==> src/rtl/alu_issue_ctrl.sv <==
// Issue/writeback controller for a combinational ALU: accepts one decoded op per request,
// holds the ALU inputs for one execute cycle, and returns the captured result.
module alu_issue_ctrl #(
    parameter int unsigned CNT_W = 16
) (
    input  logic             clk,
    input  logic             rst_n,
    input  logic             req_valid,
    output logic             req_ready,
    input  logic [3:0]       req_opcode,
    input  logic [31:0]      req_rs1,
    input  logic [31:0]      req_rs2,
    input  logic [15:0]      req_imm,
    output logic [31:0]      alu_srca,
    output logic [31:0]      alu_srcb,
    output logic [3:0]       alu_shift,
    output logic [2:0]       alu_control,
    input  logic [31:0]      alu_result,
    input  logic             alu_zero,
    output logic             rsp_valid,
    input  logic             rsp_ready,
    output logic [31:0]      rsp_result,
    output logic             rsp_taken,
    output logic             rsp_illegal,
    output logic [CNT_W-1:0] op_count
);

    typedef enum logic [1:0] {StIdle, StExec, StResp} state_t;

    state_t state_q, state_d;

    logic [31:0]      srca_q, srcb_q, result_q;
    logic [3:0]       shift_q;
    logic [2:0]       control_q;
    logic             is_beq_q, is_bne_q, taken_q, illegal_q;
    logic [CNT_W-1:0] count_q;

    logic        dec_legal;
    logic [2:0]  dec_control;
    logic [31:0] dec_srcb;
    logic        accept;

    always_comb begin
        dec_legal   = 1'b1;
        dec_control = 3'b000;
        dec_srcb    = req_rs2;
        case (req_opcode)
            4'h0, 4'h1, 4'h2, 4'h3,
            4'h4, 4'h5, 4'h6, 4'h7: dec_control = req_opcode[2:0];
            4'h8:                   dec_srcb = {{16{req_imm[15]}}, req_imm};
            4'h9, 4'hA:             dec_control = 3'b111;
            default:                dec_legal = 1'b0;
        endcase
    end

    assign accept = (state_q == StIdle) && req_valid;

    always_comb begin
        state_d = state_q;
        unique case (state_q)
            StIdle: if (req_valid) state_d = dec_legal ? StExec : StResp;
            StExec: state_d = StResp;
            StResp: if (rsp_ready) state_d = StIdle;
            default: state_d = StIdle;
        endcase
    end

    always_ff @(posedge clk or negedge rst_n) begin
        if (!rst_n) state_q <= StIdle;
        else        state_q <= state_d;
    end

    always_ff @(posedge clk or negedge rst_n) begin
        if (!rst_n) begin
            srca_q    <= '0;
            srcb_q    <= '0;
            shift_q   <= '0;
            control_q <= 3'b000;
            is_beq_q  <= 1'b0;
            is_bne_q  <= 1'b0;
            result_q  <= '0;
            taken_q   <= 1'b0;
            illegal_q <= 1'b0;
            count_q   <= '0;
        end else begin
            if (accept) begin
                if (dec_legal) begin
                    srca_q    <= req_rs1;
                    srcb_q    <= dec_srcb;
                    shift_q   <= req_imm[3:0];
                    control_q <= dec_control;
                    is_beq_q  <= (req_opcode == 4'h9);
                    is_bne_q  <= (req_opcode == 4'hA);
                end else begin
                    // ALU inputs keep their previous values for an illegal op
                    result_q  <= '0;
                    taken_q   <= 1'b0;
                    illegal_q <= 1'b1;
                end
            end
            if (state_q == StExec) begin
                result_q  <= alu_result;
                taken_q   <= (is_beq_q & alu_zero) | (is_bne_q & ~alu_zero);
                illegal_q <= 1'b0;
            end
            if ((state_q == StResp) && rsp_ready) count_q <= count_q + CNT_W'(1);
        end
    end

    assign req_ready   = (state_q == StIdle);
    assign rsp_valid   = (state_q == StResp);
    assign alu_srca    = srca_q;
    assign alu_srcb    = srcb_q;
    assign alu_shift   = shift_q;
    assign alu_control = control_q;
    assign rsp_result  = result_q;
    assign rsp_taken   = taken_q;
    assign rsp_illegal = illegal_q;
    assign op_count    = count_q;

endmodule

==> config.mk <==
export PLATFORM = sky130hd
export DESIGN_NAME = alu_issue_ctrl
export DESIGN_NICKNAME = d
export VERILOG_FILES = /design/src/rtl/alu_issue_ctrl.sv
export SDC_FILE = /design/constraint.sdc
export NUM_CORES = 1
export LEC_CHECK = 0
export ABC_AREA = 1
export BUFFER_PORTS_ARGS = -buffer_cell sky130_fd_sc_hd__buf_2
export CORE_ASPECT_RATIO = 0.8
export CORE_UTILIZATION = 50
export DETAILED_ROUTE_END_ITERATION = 6
export GPL_ROUTABILITY_DRIVEN = 1
export HOLD_SLACK_MARGIN = 0.08
export PLACE_DENSITY = 0.83
export SYNTH_ARGS = -nofsm -noshare
export SYNTH_HDL_FRONTEND = slang
export SYNTH_SLANG_ARGS = --single-unit
==> constraint.sdc <==
create_clock -name clk -period 2.45 [get_ports clk]
set_input_delay 0.245 -clock clk [delete_from_list [all_inputs] [get_ports clk]]
set_output_delay 0.245 -clock clk [all_outputs]
set_load 0.02 [all_outputs]
==> impl_metrics.py <==
metrics = {
    "synthesis": {
        "yosysWarningCount": 0,
        "post-synth-top-count-cell": "nand2_1",
        "syn_nets": 787,
        "seq_area_frac_synth_pct": 57.7,
        "ys_seq_elements": 125,
        "synth_edf_count": 0,
        "syn_area_um2": 5420,
        "synthTopCellsByArea": "dfrtp_1 (58%), nand2_1 (25%), nand3_1 (4.1%), inv_1 (2.3%), o21ai_0 (1.8%)",
        "synthCells": 665,
        "yosys-top-cells-count": "nand2_1 (362), dfrtp_1 (125), nand3_1 (44)",
        "async_flop_share_pct": 100,
        "synth_area_per_cell_um2": 8.15,
        "yosys.area.top_type": "dfrtp_1",
        "synth_flop_cell": "dfrtp_1",
        "synth_top_cell_area_share_pct": 57.7,
        "ys_types": 25,
    },
    "die": {
        "dieWidth_um": 118,
        "fp.dieArea_um2": 11300,
        "core.rowCount": 33,
        "io_pins": 244,
        "die_y_um": 95.1,
        "start_util_pct": 52.1,
        "core_area_um2": 10400,
    },
    "cells_and_area": {
        "area.sequential_um2": 3130,
        "layout.nets": 1090,
        "n_antenna_cell": 0,
        "drive_gt1_share_pct": 29.9,
        "multi_input_area_um2": 1990,
        "design_area_um2": 7960,
        "syn_to_final_growth_pct": 46.9,
        "fillCellCount": 731,
    },
    "cts": {
        "insertion_delay_ns": 0.41,
        "cts_num_sinks": 125,
        "clk_pin_slew_ns": 0.06,
        "clock_path_buffers": 2,
        "cts_root_buffer": "clkbuf_16",
        "htreeDepth": 4,
        "cts_buffers": 17,
        "post_cts_buffers": 0,
        "cts_tree": "built",
    },
    "sta": {
        "clock.fmax_mhz": 505,
        "fin_skew_ns": 0.00585,
        "tns_ns": 0,
        "tightestPinTransition_ns": 1.12,
        "post-route-min-period_ns": 1.98,
        "finalHoldViolations": 0,
        "rsz0062_at_grt": "false",
        "setup_violations": 0,
        "finalMaxSlewViolations": 0,
        "period_share_pct": 80.8,
        "relSlewSlack_pct": 25.0,
    },
    "grt": {
        "grt_overflow_total": 0,
        "grt_usage_pct": 29.0,
        "grt_pass1_vias": 5368,
        "grt_pass1_wl_um": 25400,
        "antenna_found_initial": 0,
        "grt_start_max_net_pins": 80,
    },
    "setup_path": {
        "worstSetupStartpointType": "flop",
        "rr_startpoint": "state_q[1]",
        "crit_buf_inv": 1,
        "critPathLaunch": "state_q[1]",
        "path_common_cell": "nand2_1",
        "slowest_delay_ns": 0.81,
        "cp-end-kind": "flop",
        "path_cells": "nor2_1 > nand3_2 > inv_2 > nand2_1 > nand2_1",
        "path_class": "reg -> reg",
        "critPathTopFamily": "buffers and inverters",
        "critPathArrivalTime_ns": 2.31,
        "critPathRequiredTime_ns": 2.78,
        "crit_fanout": 68,
        "slowest_stage": "inv_2",
    },
    "route": {
        "vias": 5568,
        "dr.first_iter.drc_count": 411,
        "drc": 0,
        "drtPass1Iterations": 5,
        "drt-wirelength-per-cell_um": 14.1,
        "antenna_left": 0,
        "drt-total-wl_um": 15800,
        "vias_per_cell": 4.97,
    },
    "placement": {
        "dp_hpwl_um": 9610,
        "gp_congestion": 0.894,
        "port_buffers": 243,
        "dpl_cell_area_um2": 6720,
    },
    "min_path": {
        "worst_hold_startpoint": "alu_zero",
        "hold_class": "in -> reg",
    },
    "job": {
        "maxCapViolations": 0,
    },
    "power_and_ir_drop": {
        "max-vdd-ir-drop_uv": 657,
        "power.leakage_nw": 4.69,
        "p_per_area_nw_per_um2": 1160,
    },
    "outcome": {
        "status": "finished clean",
    },
}
## report_power, final
group          switching [W]  leakage, nW  total (W)  internal, W
registers           0.000499         1.58    0.00339      0.00289
logic                0.00224         2.83    0.00336      0.00112
clock network       0.000957        0.285    0.00247      0.00151
## through the flow
step           cells  total power (W)  hold WS [ns]  setup WS [ns]  utilization [%]
2_1_floorplan    665          0.00534       -0.0506          0.888                -
6_report        1121          0.00922        0.0962          0.471             76.5
3_3_place_gp    1024          0.00654         0.313          0.644             64.6
4_1_cts         1121          0.00919        0.0845          0.518             76.5
3_5_place_dp    1024          0.00663         0.319          0.570             64.6
5_1_grt         1121          0.00975         0.102          0.297             76.5
## cell families after synthesis
kind of cell / count (synthesis) / synth area share [%]
AOI/OAI and AO/OA: 26 / 2.49
xor gates and xnor gates: 10 / 1.62
adders and majority gates: 1 / 0.231
buffers and inverters: 68 / 5.63
DFF: 125 / 57.7
and+or+nand+nor: 435 / 32.3
## registers in the layout, indices dropped and copies added, names as in the netlist, 2 cells and up
name and flops:
alu_srcb 32, alu_shift 4, state_q 2, alu_srca 32, rsp_result 32, op_count 16, alu_control 3
## repair_timing
action,CTS,global route
hold endpoints to repair,110,0
hold buffers,65,0
gates resized for setup,0,0
## area by class of cell
class / count / area share, %
clock buffers: 17 / 5.34
clock inverters: 15 / 2.06
inverters: 38 / 1.79
multi-input cells: 472 / 25.0
flip-flops and latches: 125 / 39.3
well taps: 140 / 2.20
repair buffers: 314 / 24.4
## cell usage in the layout, fill, tap and decap left out, types with 2 or more instances in the layout
cell type	count
nand2_1	362
buf_2	242
dfrtp_1	125
dlygate4sd3_1	65
nand3_1	44
inv_1	33
o21ai_0	19
clkbuf_16	17
nor2_1	13
nand4_1	7
inv_2	5
xnor2_1	5
xor2_1	5
clkinv_4	5
buf_4	5
o21ai_1	4
inv_6	4
nor2_2	3
nor2_4	2
bufinv_16	2
clkinvlp_4	2
clkinv_2	2
buf_12	2
## per-layer routing
metal / vias up / GRT usage, % / part of all wire, %
li1: 2647 / - / -
met1: 2583 / 34.9 / 40
met2: 287 / 48.9 / 48
met3: 51 / 8.31 / 7.6
met4: 0 / 13.6 / 3.8
met5: - / 0 / 0
## final timing paths
check	endpoint	depth (start not counted)	slack, ns
worst max-delay path	alu_srca[20]	5	0.47
worst min-delay path	rsp_taken	3	0.1
worst max register to register	alu_srca[20]	5	0.47
worst min register to register	alu_srca[29]	2	0.48
max in group asynchronous	rsp_result[26]	3	1.37
min in group asynchronous	op_count[15]	2	0.43
## tightest hold or removal path: cells and delay by family
kind,cells,cell delay [ns]
buf+inv,1,0.09
compound gates,1,0.06
simple gates,1,0.07
Power figures use the tool's default switching activity.
